$ cat src/rtl/blocpu_pkg.sv
// Shared definitions for the blocpu core and its program loader.
// The CHK state only exists when BLOCPU_LOADER_CHECKSUM_EN is defined.
package blocpu_pkg;

  localparam int CPU_WIDTH_DEFAULT         = 8;
  localparam int INSTRUCTION_WIDTH_DEFAULT = 12;

  // Header byte count field is always two bytes wide.
  localparam int HDR_COUNT_WIDTH = 16;

  typedef enum logic [3:0] {
    ST_HDR_HI    = 4'd0,
    ST_HDR_LO    = 4'd1,
    ST_CORE_RST  = 4'd2,
    ST_INS_HI    = 4'd3,
    ST_INS_LO    = 4'd4,
    ST_WR_SETUP  = 4'd5,
    ST_WR_STROBE = 4'd6,
`ifdef BLOCPU_LOADER_CHECKSUM_EN
    ST_CHK       = 4'd7,
`endif
    ST_START     = 4'd8,
    ST_DONE      = 4'd9,
    ST_ERROR     = 4'd10
  } loader_state_e;

  // True in the states where the loader consumes a host byte.
  function automatic logic state_accepts_byte(input loader_state_e s);
`ifdef BLOCPU_LOADER_CHECKSUM_EN
    return (s == ST_HDR_HI) || (s == ST_HDR_LO) || (s == ST_INS_HI) ||
           (s == ST_INS_LO) || (s == ST_CHK);
`else
    return (s == ST_HDR_HI) || (s == ST_HDR_LO) || (s == ST_INS_HI) ||
           (s == ST_INS_LO);
`endif
  endfunction

endpackage

$ cat src/rtl/blocpu_loader_pulse.sv
// Counter-based pulse generator: start_i launches a pulse that stays high
// for exactly CYCLES clock cycles; last_o marks the final high cycle.
module blocpu_loader_pulse #(
  parameter int CYCLES = 2
) (
  input  logic clk_i,
  input  logic rst_i,
  input  logic start_i,
  output logic pulse_o,
  output logic last_o
);

  localparam int CW = $clog2(CYCLES + 1);

  logic [CW-1:0] cnt_q;
  logic [CW-1:0] cnt_d;

  // Reload on start, otherwise count down to zero and stop there.
  always_comb begin
    cnt_d = cnt_q;
    if (start_i) begin
      cnt_d = CW'(CYCLES);
    end else if (cnt_q != '0) begin
      cnt_d = cnt_q - CW'(1);
    end
  end

  // Down-counter register, cleared by reset so no pulse is in flight.
  always_ff @(posedge clk_i or posedge rst_i) begin
    if (rst_i) begin
      cnt_q <= '0;
    end else begin
      cnt_q <= cnt_d;
    end
  end

  assign pulse_o = (cnt_q != '0);
  assign last_o  = (cnt_q == CW'(1));

endmodule

$ cat src/rtl/blocpu_loader.sv
// Byte-stream program loader for the blocpu core. Accepts a big-endian
// 16-bit instruction count followed by (high, low) instruction byte pairs,
// pulses the core reset, writes each instruction with a clean
// setup/strobe sequence, then starts the core.
// Optional feature macro: BLOCPU_LOADER_CHECKSUM_EN adds a trailing XOR
// checksum byte checked in the CHK state.
module blocpu_loader
  import blocpu_pkg::*;
#(
  parameter int CPU_WIDTH          = CPU_WIDTH_DEFAULT,
  parameter int INSTRUCTION_WIDTH  = INSTRUCTION_WIDTH_DEFAULT,
  parameter int RESET_PULSE_CYCLES = 2
) (
  input  logic                         in_clock,
  input  logic                         in_reset,
  input  logic [7:0]                   in_byte,
  input  logic                         in_byte_valid,
  output logic                         out_byte_ready,
  output logic [INSTRUCTION_WIDTH-1:0] out_instruction,
  output logic [2*CPU_WIDTH-1:0]       out_instruction_address,
  output logic                         out_instruction_write,
  output logic                         out_core_reset,
  output logic                         out_core_running,
  output logic                         out_busy,
  output logic                         out_done,
  output logic                         out_error
);

  localparam int AW = 2 * CPU_WIDTH;

  loader_state_e                state_q, state_d;
  logic [HDR_COUNT_WIDTH-1:0]   count_q, count_d;
  logic [AW-1:0]                addr_q, addr_d;
  logic [AW-1:0]                wrAddr_q, wrAddr_d;
  logic [3:0]                   insHi_q, insHi_d;
  logic [INSTRUCTION_WIDTH-1:0] instr_q, instr_d;
`ifdef BLOCPU_LOADER_CHECKSUM_EN
  logic [7:0]                   chkSum_q, chkSum_d;
`endif

  logic          byteReady;
  logic          byteAccept;
  logic          pulseStart;
  logic          pulseActive;
  logic          pulseLast;
  logic [AW-1:0] lastAddr;

  assign byteReady  = state_accepts_byte(state_q);
  assign byteAccept = byteReady && in_byte_valid;
  assign lastAddr   = AW'(count_q - HDR_COUNT_WIDTH'(1));

  blocpu_loader_pulse #(
    .CYCLES(RESET_PULSE_CYCLES)
  ) u_core_reset_pulse (
    .clk_i  (in_clock),
    .rst_i  (in_reset),
    .start_i(pulseStart),
    .pulse_o(pulseActive),
    .last_o (pulseLast)
  );

  // Loader sequencing: header parse, core reset, per-instruction write, start.
  always_comb begin
    state_d    = state_q;
    count_d    = count_q;
    addr_d     = addr_q;
    wrAddr_d   = wrAddr_q;
    insHi_d    = insHi_q;
    instr_d    = instr_q;
    pulseStart = 1'b0;
`ifdef BLOCPU_LOADER_CHECKSUM_EN
    chkSum_d   = chkSum_q;
`endif
    case (state_q)
      ST_HDR_HI: begin
        if (byteAccept) begin
          count_d = {in_byte, 8'h00};
`ifdef BLOCPU_LOADER_CHECKSUM_EN
          chkSum_d = in_byte;
`endif
          state_d = ST_HDR_LO;
        end
      end
      ST_HDR_LO: begin
        if (byteAccept) begin
          count_d = {count_q[15:8], in_byte};
`ifdef BLOCPU_LOADER_CHECKSUM_EN
          chkSum_d = chkSum_q ^ in_byte;
`endif
          if ({count_q[15:8], in_byte} == '0) begin
            state_d = ST_ERROR;
          end else begin
            addr_d     = '0;
            pulseStart = 1'b1;
            state_d    = ST_CORE_RST;
          end
        end
      end
      ST_CORE_RST: begin
        if (pulseLast) begin
          state_d = ST_INS_HI;
        end
      end
      ST_INS_HI: begin
        if (byteAccept) begin
          if (in_byte[7:4] != 4'h0) begin
            state_d = ST_ERROR;
          end else begin
            insHi_d = in_byte[3:0];
`ifdef BLOCPU_LOADER_CHECKSUM_EN
            chkSum_d = chkSum_q ^ in_byte;
`endif
            state_d = ST_INS_LO;
          end
        end
      end
      ST_INS_LO: begin
        if (byteAccept) begin
          instr_d  = INSTRUCTION_WIDTH'({insHi_q, in_byte});
          wrAddr_d = addr_q;
`ifdef BLOCPU_LOADER_CHECKSUM_EN
          chkSum_d = chkSum_q ^ in_byte;
`endif
          state_d  = ST_WR_SETUP;
        end
      end
      ST_WR_SETUP: begin
        state_d = ST_WR_STROBE;
      end
      ST_WR_STROBE: begin
        if (addr_q == lastAddr) begin
`ifdef BLOCPU_LOADER_CHECKSUM_EN
          state_d = ST_CHK;
`else
          state_d = ST_START;
`endif
        end else begin
          addr_d  = addr_q + AW'(1);
          state_d = ST_INS_HI;
        end
      end
`ifdef BLOCPU_LOADER_CHECKSUM_EN
      ST_CHK: begin
        if (byteAccept) begin
          state_d = (in_byte == chkSum_q) ? ST_START : ST_ERROR;
        end
      end
`endif
      ST_START: begin
        state_d = ST_DONE;
      end
      ST_DONE: begin
        state_d = ST_HDR_HI;
      end
      ST_ERROR: begin
        state_d = ST_ERROR;
      end
      default: begin
        state_d = ST_ERROR;
      end
    endcase
  end

  // State and datapath registers; reset aborts any load immediately.
  always_ff @(posedge in_clock or posedge in_reset) begin
    if (in_reset) begin
      state_q  <= ST_HDR_HI;
      count_q  <= '0;
      addr_q   <= '0;
      wrAddr_q <= '0;
      insHi_q  <= '0;
      instr_q  <= '0;
`ifdef BLOCPU_LOADER_CHECKSUM_EN
      chkSum_q <= '0;
`endif
    end else begin
      state_q  <= state_d;
      count_q  <= count_d;
      addr_q   <= addr_d;
      wrAddr_q <= wrAddr_d;
      insHi_q  <= insHi_d;
      instr_q  <= instr_d;
`ifdef BLOCPU_LOADER_CHECKSUM_EN
      chkSum_q <= chkSum_d;
`endif
    end
  end

  assign out_byte_ready          = byteReady;
  assign out_instruction         = instr_q;
  assign out_instruction_address = wrAddr_q;
  assign out_instruction_write   = (state_q == ST_WR_STROBE);
  assign out_core_reset          = pulseActive;
  assign out_core_running        = (state_q == ST_START);
  assign out_busy                = (state_q != ST_HDR_HI) && (state_q != ST_ERROR);
  assign out_done                = (state_q == ST_DONE);
  assign out_error               = (state_q == ST_ERROR);

endmodule
$ cat config.mk
export PLATFORM = sky130hd
export DESIGN_NAME = blocpu_loader
export DESIGN_NICKNAME = d
export VERILOG_FILES = /design/src/rtl/blocpu_pkg.sv /design/src/rtl/blocpu_loader_pulse.sv /design/src/rtl/blocpu_loader.sv
export SDC_FILE = /design/constraint.sdc
export NUM_CORES = 1
export LEC_CHECK = 0
export CORE_ASPECT_RATIO = 1.5
export CORE_MARGIN = 2
export CORE_UTILIZATION = 44
export DETAILED_ROUTE_END_ITERATION = 16
export DONT_BUFFER_PORTS = 1
export GPL_TIMING_DRIVEN = 0
export SYNTH_ARGS = -nofsm -noshare
export SYNTH_HDL_FRONTEND = slang
export SYNTH_SLANG_ARGS = --single-unit
$ cat constraint.sdc
create_clock -name in_clock -period 3.8 [get_ports in_clock]
set_input_delay 0.38 -clock in_clock [delete_from_list [all_inputs] [get_ports in_clock]]
set_output_delay 0.38 -clock in_clock [all_outputs]
set_load 0.1 [all_outputs]
==> results.txt <==
core area -> 8460 um^2
buffer count from post-CTS setup fixing -> 0
fmax -> 0.295 GHz
buffers added on ports -> 0
All-Layer GR Usage -> 0.202
TritonCTS buffer count -> 9
Syn Area/Cell -> 9.71 um^2
dpl ws -> 425 ps
Die H -> 119 um
GP Congestion -> 0.849
Worst Path Max Fanout -> 10
Vias/cell -> 5.64
wire length per cell -> 17.0 um
Pre-antenna DRT Iters -> 4
Ant. Diodes -> 0
Hold Vio Cnt, Final -> 0
DR vias -> 2,944
CTS tree -> built
PnR worst setup slack -> 410 ps
#FFs+latches synth -> 70
DR iter-0 viols -> 215
Yosys warnings -> 0
largest net degree at the start of global routing -> 71
RSZ-0062 raised after global routing -> no
number of gates resized after cts -> 0
# IOs -> 46
outcome -> finished, final reports clean
Post-Syn Area -> 3870 um^2
Post-DP HPWL -> 6.61 mm
Post-synth EDFFs -> 0
commonest non-fill, non-tap cell in the layout -> dfrtp_1
post-layout min period -> 3390 ps
P per Cell Area -> 729 nW/um^2
Crit. End Element -> flop
final WL -> 8.87 mm
Yosys cell types -> 58
skew final -> 6.64 ps
syn nets -> 413
filler instances -> 788
post-synthesis cell count -> 398
hold_buf cts -> 0
Initial Util -> 0.457
worst-case clock buffer depth -> 2
dominant synthesized flop cell -> dfrtp_1
row cnt -> 41
CTS sink count -> 70
fraction of registers with async set/reset -> 1.00
max_slew headroom -> 0.282
H-tree levels -> 3
die area -> 9570 um^2
TNS Setup -> 0 ps
clk_lat worst skew -> 330 ps
die extent in x -> 80.5 um
Worst EP arrival -> 3610 ps
Root Buffer -> clkbuf_16
worst-margin pin slew -> 1080 ps
peak supply drop -> 559 uV
initial antenna violation count -> 0
fin nets -> 425
Area Growth Syn to Fin -> 11.2%
register area share after synthesis -> 0.453
CP Launch Type -> flop
period utilization -> 0.892
global-route wire length before repair -> 14.8 mm
post-route DRC violation count -> 0
worst endpoint required time -> 4020 ps
endpoints failing setup -> 0
total power -> 3.13 mW
most frequent cells in the layout -> dfrtp_1, nand2_1, mux2_2
GRT Residual Overflow -> 0
HP Class -> input port to async pin
Pleak -> 1.90 nW
number of global-route vias before repair -> 2,995
Slew Limit Fails -> 0
WS Path Type -> flop to flop
Routed Antenna Nets -> 0
Clk pin slew, worst setup/hold paths -> 60 ps
Max Cap Violations -> 0
layout cells sized above 1 -> 0.176
-- through the flow --
| step | util | hold slack, ps | instance area (um^2) | cells |
|---|---|---|---|---|
| 3_5_place_dp | 0.476 | 492 | 4030 | 506 |
| 3_3_place_gp | 0.473 | 487 | 4000 | 505 |
| 4_1_cts | 0.508 | 144 | 4300 | 522 |
| 5_1_grt | 0.508 | 180 | 4300 | 522 |
| 6_report | 0.508 | 99.3 | 4300 | 522 |
| 2_1_floorplan | - | 477 | 3870 | 398 |
-- report_power, final --
part	total (mW)	switching [mW]	internal, mW
combinational	1.25	0.802	0.449
clock	0.746	0.308	0.438
sequential	1.14	0.237	0.899
-- final cells by class --
type                       count  area, um^2  share of cell area
buffer                        22         113              0.0262
inverter                      10        40.0             0.00932
clock buffer                  10         229              0.0533
clock inverter                 6        38.8             0.00902
sequential                    70        1750               0.408
tap                          107         134              0.0311
multi-input combinational    296        1980               0.460
timing repair buffer           1        15.0             0.00349
-- final timing paths --
check                      depth (start not counted)  slack (ps)                         endpoint              startpoint
hold reg to reg                                    1         510  out_instruction[10]$_DFFE_PP0P_  insHi_q[2]$_DFFE_PP0P_
setup reg to reg                                  12         410            addr_q[7]$_DFFE_PP0P_  count_q[0]$_DFFE_PP0P_
hold / removal                                     1         100           addr_q[13]$_DFFE_PP0P_                in_reset
setup / recovery                                  12         410            addr_q[7]$_DFFE_PP0P_  count_q[0]$_DFFE_PP0P_
min in group in_clock                              2         180           count_q[3]$_DFFE_PP0P_              in_byte[3]
max in group asynchronous                          1        3140           count_q[5]$_DFFE_PP0P_                in_reset
-- critical path, stage by stage, from the launching register on --
cell      delay (ps)
dfrtp_1          450
inv_1             90
ha_1             220
nor4b_1          670
a31oi_1          200
nor4_1           210
nand4b_1         140
or4_1            560
buf_6            170
nor2_8           170
buf_12           160
nor4_1            50
o21a_1           180
-- state kept, by name, summed over array words and instances, names as in the netlist --
name and cells:
addr_q 16, count_q 16, insHi_q 4, out_instruction 12, out_instruction_address 16, state_q 4, u_core_reset_pulse.cnt_q 2
-- Yosys cell counts (3+ instances only) --
cell type | instances | share of area
dfrtp_1 | 70 | 0.45
nand2_1 | 54 | 0.052
mux2_2 | 32 | 0.093
nor2_1 | 26 | 0.025
o21ai_0 | 21 | 0.027
xnor2_1 | 18 | 0.041
nand3_1 | 15 | 0.019
clkbuf_1 | 14 | 0.014
a21oi_1 | 12 | 0.016
or3_1 | 10 | 0.016
inv_1 | 9 | 0.0087
nand4_1 | 8 | 0.013
nor4_1 | 8 | 0.013
nand2b_1 | 7 | 0.011
nor3_1 | 7 | 0.0091
or4_1 | 6 | 0.012
buf_2 | 5 | 0.0065
and3_1 | 4 | 0.0065
ha_1 | 4 | 0.013
mux2i_1 | 4 | 0.010
nor2b_1 | 4 | 0.0065
o21a_1 | 4 | 0.0078
o21ai_2 | 4 | 0.0091
o31a_1 | 4 | 0.0091
a31oi_1 | 3 | 0.0049
o211ai_1 | 3 | 0.0058
o22ai_1 | 3 | 0.0049
o31ai_1 | 3 | 0.0058
or2_2 | 3 | 0.0049
-- kinds of logic after synthesis --
| group | share of synthesized area |
|---|---|
| DFF | 0.453 |
| buffers and inverters | 0.0388 |
| AOI/OAI and AO/OA | 0.116 |
| and+or+nand+nor | 0.230 |
| muxes | 0.104 |
| xor gates and xnor gates | 0.0453 |
| adders and majority gates | 0.0129 |
-- metal layers --
layer	track usage	wire length [um]
met2	0.354	4780
met3	0.0527	412
met1	0.231	3510
met5	0	0
met4	0.0752	164
(Power assumes the default switching activity.)
